--- src/rtl/comp_serial_pkg.sv ---
// Shared types and sizing helpers for the digit-serial unsigned comparator.
// Latency: n/a (types and constant functions only).
// Backpressure: n/a.
package comp_serial_pkg;

    typedef enum logic [1:0] {
        IDLE,
        RUN,
        DONE
    } cmp_state_t;

    typedef enum logic [1:0] {
        RES_EQ,
        RES_LT,
        RES_GT
    } cmp_res_t;

    // n  : number of DIGIT-wide digits in a WIDTH-bit operand
    // cw : digit counter width; one spare bit so cnt can step past n-1
    typedef struct packed {
        int n;
        int cw;
    } cmp_dims_t;

    function automatic cmp_dims_t cmp_dims(input int width, input int digit);
        cmp_dims_t d;
        d.n  = width / digit;
        d.cw = $clog2(d.n) + 1;
        return d;
    endfunction

endpackage

--- src/rtl/comp_digit_lt.sv ---
// One DIGIT-bit unsigned comparator slice, reused every cycle by the serial scan.
// Latency: purely combinational.
// Backpressure: none; outputs follow the inputs.
//
// Ports:
//   da, db : digit of operand A / B
//   dlt    : da < db
//   deq    : da == db
module comp_digit_lt #(
    parameter int DIGIT = 4
) (
    input  logic [DIGIT-1:0] da,
    input  logic [DIGIT-1:0] db,
    output logic             dlt,
    output logic             deq
);

    assign dlt = (da < db);
    assign deq = (da == db);

endmodule

--- src/rtl/comp_unsign_serial.sv ---
// Digit-serial unsigned three-way comparator (lt/eq/gt), MSB-first, DIGIT bits per cycle.
// Latency: result valid N=WIDTH/DIGIT edges after the accepting edge (early exit: k+1).
// Backpressure: in_ready only in IDLE; result held in DONE until out_ready.
//
// Ports:
//   clk, rst              : clock, asynchronous active-high reset
//   in_valid / in_ready   : operand handshake, a and b sampled when both are high
//   a, b                  : WIDTH-bit unsigned operands, bit WIDTH-1 is the MSB
//   out_valid / out_ready : result handshake
//   lt, eq, gt            : one-hot relation of A to B while out_valid, else all 0
//
// Build option: define COMP_SERIAL_EARLY_EXIT_EN to leave RUN on the first
// differing digit. Left undefined, the scan always walks all N digits so the
// latency does not depend on the operand values (constant-time).
//
// WIDTH must be a multiple of DIGIT, and 1 <= DIGIT <= WIDTH.
module comp_unsign_serial
    import comp_serial_pkg::*;
#(
    parameter int WIDTH = 32,
    parameter int DIGIT = 4
) (
    input  logic             clk,
    input  logic             rst,
    input  logic             in_valid,
    output logic             in_ready,
    input  logic [WIDTH-1:0] a,
    input  logic [WIDTH-1:0] b,
    output logic             out_valid,
    input  logic             out_ready,
    output logic             lt,
    output logic             eq,
    output logic             gt
);

    localparam cmp_dims_t DIMS = cmp_dims(WIDTH, DIGIT);
    localparam int        N    = DIMS.n;
    localparam int        CW   = DIMS.cw;
    localparam logic [CW-1:0] LAST_DIGIT = CW'(N - 1);

    cmp_state_t       state;
    cmp_state_t       state_nxt;
    cmp_res_t         res;

    logic [CW-1:0]    cnt;
    logic             decided;
    logic             res_lt;
    logic [WIDTH-1:0] sh_a;
    logic [WIDTH-1:0] sh_b;

    logic [DIGIT-1:0] dig_a;
    logic [DIGIT-1:0] dig_b;
    logic             dlt;
    logic             deq;
    logic             first_diff;
    logic             last_digit;
    logic             accept;

    // The digit under inspection is always the top slice; the registers are
    // shifted left after each step so the next digit moves into place.
    assign dig_a = sh_a[WIDTH-1 -: DIGIT];
    assign dig_b = sh_b[WIDTH-1 -: DIGIT];

    comp_digit_lt #(
        .DIGIT (DIGIT)
    ) u_digit (
        .da  (dig_a),
        .db  (dig_b),
        .dlt (dlt),
        .deq (deq)
    );

    // Only the most significant differing digit decides the relation.
    assign first_diff = !decided && !deq;
    assign last_digit = (cnt == LAST_DIGIT);
    assign accept     = (state == IDLE) && in_valid;

    // ------------------------------------------------------------------
    // FSM state register
    // ------------------------------------------------------------------
    always_ff @(posedge clk or posedge rst) begin
        if (rst) begin
            state <= IDLE;
        end else begin
            state <= state_nxt;
        end
    end

    // ------------------------------------------------------------------
    // FSM next state and handshake / result outputs
    // ------------------------------------------------------------------
    always_comb begin
        state_nxt = state;
        in_ready  = 1'b0;
        out_valid = 1'b0;
        res       = RES_EQ;

        case (state)
            IDLE: begin
                in_ready = 1'b1;
                if (in_valid) begin
                    state_nxt = RUN;
                end
            end

            RUN: begin
                if (last_digit) begin
                    state_nxt = DONE;
                end
`ifdef COMP_SERIAL_EARLY_EXIT_EN
                if (first_diff) begin
                    state_nxt = DONE;
                end
`endif
            end

            DONE: begin
                out_valid = 1'b1;
                if (decided) begin
                    res = res_lt ? RES_LT : RES_GT;
                end else begin
                    res = RES_EQ;
                end
                if (out_ready) begin
                    state_nxt = IDLE;
                end
            end

            default: begin
                state_nxt = IDLE;
            end
        endcase
    end

    // Result lines are gated by out_valid, so they drop to 0 the moment the
    // FSM leaves DONE (including on an asynchronous reset).
    assign lt = out_valid && (res == RES_LT);
    assign eq = out_valid && (res == RES_EQ);
    assign gt = out_valid && (res == RES_GT);

    // ------------------------------------------------------------------
    // Digit counter and decision flags
    // ------------------------------------------------------------------
    always_ff @(posedge clk or posedge rst) begin
        if (rst) begin
            cnt     <= '0;
            decided <= 1'b0;
            res_lt  <= 1'b0;
        end else begin
            case (state)
                IDLE: begin
                    if (accept) begin
                        cnt     <= '0;
                        decided <= 1'b0;
                        res_lt  <= 1'b0;
                    end
                end

                RUN: begin
                    if (first_diff) begin
                        decided <= 1'b1;
                        res_lt  <= dlt;
                    end
                    cnt <= cnt + 1'b1;
                end

                default: begin
                end
            endcase
        end
    end

    // ------------------------------------------------------------------
    // Operand shift registers: contents are meaningless outside RUN, so
    // they carry no reset.
    // ------------------------------------------------------------------
    always_ff @(posedge clk) begin
        if (accept) begin
            sh_a <= a;
            sh_b <= b;
        end else if (state == RUN) begin
            sh_a <= sh_a << DIGIT;
            sh_b <= sh_b << DIGIT;
        end
    end

endmodule

--- config.mk ---
export PLATFORM = sky130hd
export DESIGN_NAME = comp_unsign_serial
export DESIGN_NICKNAME = d
export VERILOG_FILES = /design/src/rtl/comp_serial_pkg.sv /design/src/rtl/comp_digit_lt.sv /design/src/rtl/comp_unsign_serial.sv
export SDC_FILE = /design/constraint.sdc
export NUM_CORES = 1
export LEC_CHECK = 0
export CAP_MARGIN = 15
export CORE_MARGIN = 3
export CORE_UTILIZATION = 45
export DETAILED_ROUTE_END_ITERATION = 12
export HOLD_SLACK_MARGIN = 0.1
export PLACE_DENSITY = 0.87
export SYNTH_ARGS = -nofsm -noshare
export SYNTH_HDL_FRONTEND = slang
export SYNTH_SLANG_ARGS = --single-unit
--- constraint.sdc ---
create_clock -name clk -period 2.3 [get_ports clk]
set_input_delay 0.345 -clock clk [delete_from_list [all_inputs] [get_ports clk]]
set_output_delay 0.345 -clock clk [all_outputs]
set_load 0.02 [all_outputs]
==> metrics.cfg <==
[run_status]
outcome=finished, final reports clean

[route]
routedWlPerCell_um=14.8
drt_first_pass_iters=4
viasPerCell=5.00
antenna_left=0
vias=1834
drc_errors=0
detail_route.wirelength_mm=5.44
first_iter_violations=88

[final_layout]
n_antenna_cell=0
drive_gt1_frac=0.277
finalNetCount=339
fillCellCount=549
areaGrowthSynthToFinish_pct=31.1
fin_area_mm2=0.00434
fin_cells=367

[timing]
min_period_over_period=0.962
period_minus_slack_ps=2210
fmax_mhz=452
rsz0062_at_grt=false
hold_violations=0
max_slew_margin=0.646
layout_setup_ws_ps=87.6
skew_ps=9.05
finalSetupTns_ps=0
setup_violations=0
drv_slew=0
worstMarginPinSlew_ps=530

[synthesis]
syn_area_mm2=0.00331
synth_seq_cells=72
post_synth.cell_area_avg_um2=17.6
netlist_top_cells_area=edfxtp_1 (58%), mux2_4 (14%), mux2_2 (9.5%)
synth.most_common_cell=edfxtp_1
synth-main-ff-cell=edfxtp_1
synthDistinctLibCells=27
async_flop_share=0.111
yosysTopAreaCell=edfxtp_1
synth-seq-area-share=0.641
netlist_top_cells_count=edfxtp_1 (64), mux2_4 (30), mux2_2 (28), inv_1 (10)
synth_edf_count=64
ys_warn_count=0
synthCells=188
synth_nets=261
yosysTopAreaCellShare=0.581

[power_and_ir_drop]
seqPwrFrac=0.487
p_sw_frac=0.242
p_per_area_mw_per_mm2=1170
clkPwrFrac=0.232
power_frac_comb=0.281
internal_power_mw=3.83
peakVddDrop_uv=484
power_mw=5.06
p_leak_nw=1.73
netSwitchingPower_mw=1.22

[global_route]
grt_pass1_vias=1941
antenna_found_initial=0
overflow=0
grt_max_degree=68
grt_pass1_wl_mm=8.97
grtUsageTotal=0.137

[floorplan]
num_io_pins=73
core_area_mm2=0.00694
initial_core_util=0.477
dieArea_mm2=0.00842
fp-row-count=30
die_height_um=91.8
die_x_um=91.8

[critical_path]
worstReg2RegEnd=sh_b[31]
reg2reg_slack_ps=480
start_kind=flop
cp_max_fo=8
crit_slowest_cell=clkdlybuf4s50_1
critPathMaxStageDelay_ps=620
regToRegStartpoint=state[1]
crit_path_end_kind=primary output
worst_r2r_path_depth=3
arrival_ps=1870
worstSetupStartpoint=state[0]
crit_type=reg2out
crit_chain=nand2b_1 -> nor3_1 -> clkdlybuf4s50_1
critPathRequiredTime_ps=1960

[cts]
clkSlewWorstSetupHoldPaths_ps=80
post_cts_buffers=0
ctsLongestPathBuffers=2
cts_tree=done
clock-sinks=72
cts_htree_levels=3
root_buffer=clkbuf_8
clock_latency_ps=340
numCtsBuffers=9

[placed_design]
post-place-ws_ps=170
placed_cells=351
gp_congestion=0.721
hpwl_mm=3.59
portBuffers=72
placed_cell_area_mm2=0.00410

[worst_hold_path]
min_path_type=in2async

[job]
cap_violations=0

-- metal layers --
layer | global-route usage | wire (um)
met1 | 0.160 | 2100
met2 | 0.225 | 2780
met3 | 0.0468 | 438
met4 | 0.0693 | 110
met5 | 0 | 0
-- worst max-delay path, delay by kind of cell (launching register included) --
| kind | cells | cell delay, ps |
|---|---|---|
| flops | 1 | 490 |
| buf+inv | 1 | 620 |
| simple gates | 2 | 420 |
-- layout by cell type (no fill, tap or decap), types with 3 or more instances in the layout --
cell              n
clkdlybuf4s50_1  71
and2_1            8
mux2_4           30
mux2_2           28
clkbuf_8          9
ha_1              5
inv_1             9
nor2_1            6
dfrtp_1           8
bufinv_16         3
clkinv_1          3
edfxtp_1         64
-- flip-flops by register name, indices dropped and copies added, names as in the netlist --
signal   flops
decided      1
cnt          4
sh_a        32
state        2
sh_b        32
res_lt       1
-- worst max path at each step --
stage	depth (start not counted)	end	slack (ps)
floorplan	2	sh_a[0]	40
global placement	4	sh_a[18]	220
detailed placement	4	sh_b[30]	170
CTS	3	gt	80
global route	3	lt	4
finish	3	lt	90
-- through the flow --
stage	utilization	hold WS [ps]
after global routing	0.625	270
after CTS	0.625	257
after detailed placement	0.591	502
final	0.625	255
after global placement	0.591	481
after floorplan	-	161
-- power by group through the flow --
stage / Clock, mW / Sequential (mW) / Combinational, mW
after floorplan: 0 / 2.43 / 1.14
after detailed placement: 0 / 2.50 / 1.44
after CTS: 1.20 / 2.47 / 1.45
final: 1.17 / 2.46 / 1.42
after global placement: 0 / 2.46 / 1.37
after global routing: 1.27 / 2.52 / 1.57
-- cell families after synthesis --
group / synth area share
buffers and inverters: 0.0389
adders and majority gates: 0.0189
DFF: 0.641
muxes: 0.231
and+or+nand+nor: 0.0442
AOI/OAI and AO/OA: 0.0253
-- layout make-up --
type / count / area [um2] / area share
inverter: 10 / 41.3 / 0.00952
sequential: 72 / 2120 / 0.489
timing repair buffer: 74 / 763 / 0.176
tap: 96 / 120 / 0.0277
multi-input combinational: 99 / 1060 / 0.244
clock buffer: 9 / 124 / 0.0285
clock inverter: 7 / 110 / 0.0254
-- what timing repair did --
action,CTS,global route
hold endpoints to repair,0,0
hold buffers,0,0
resized for setup,0,1
endpoints found under the setup margin,0,1
Note: power is estimated with default switching activity, not from simulation.
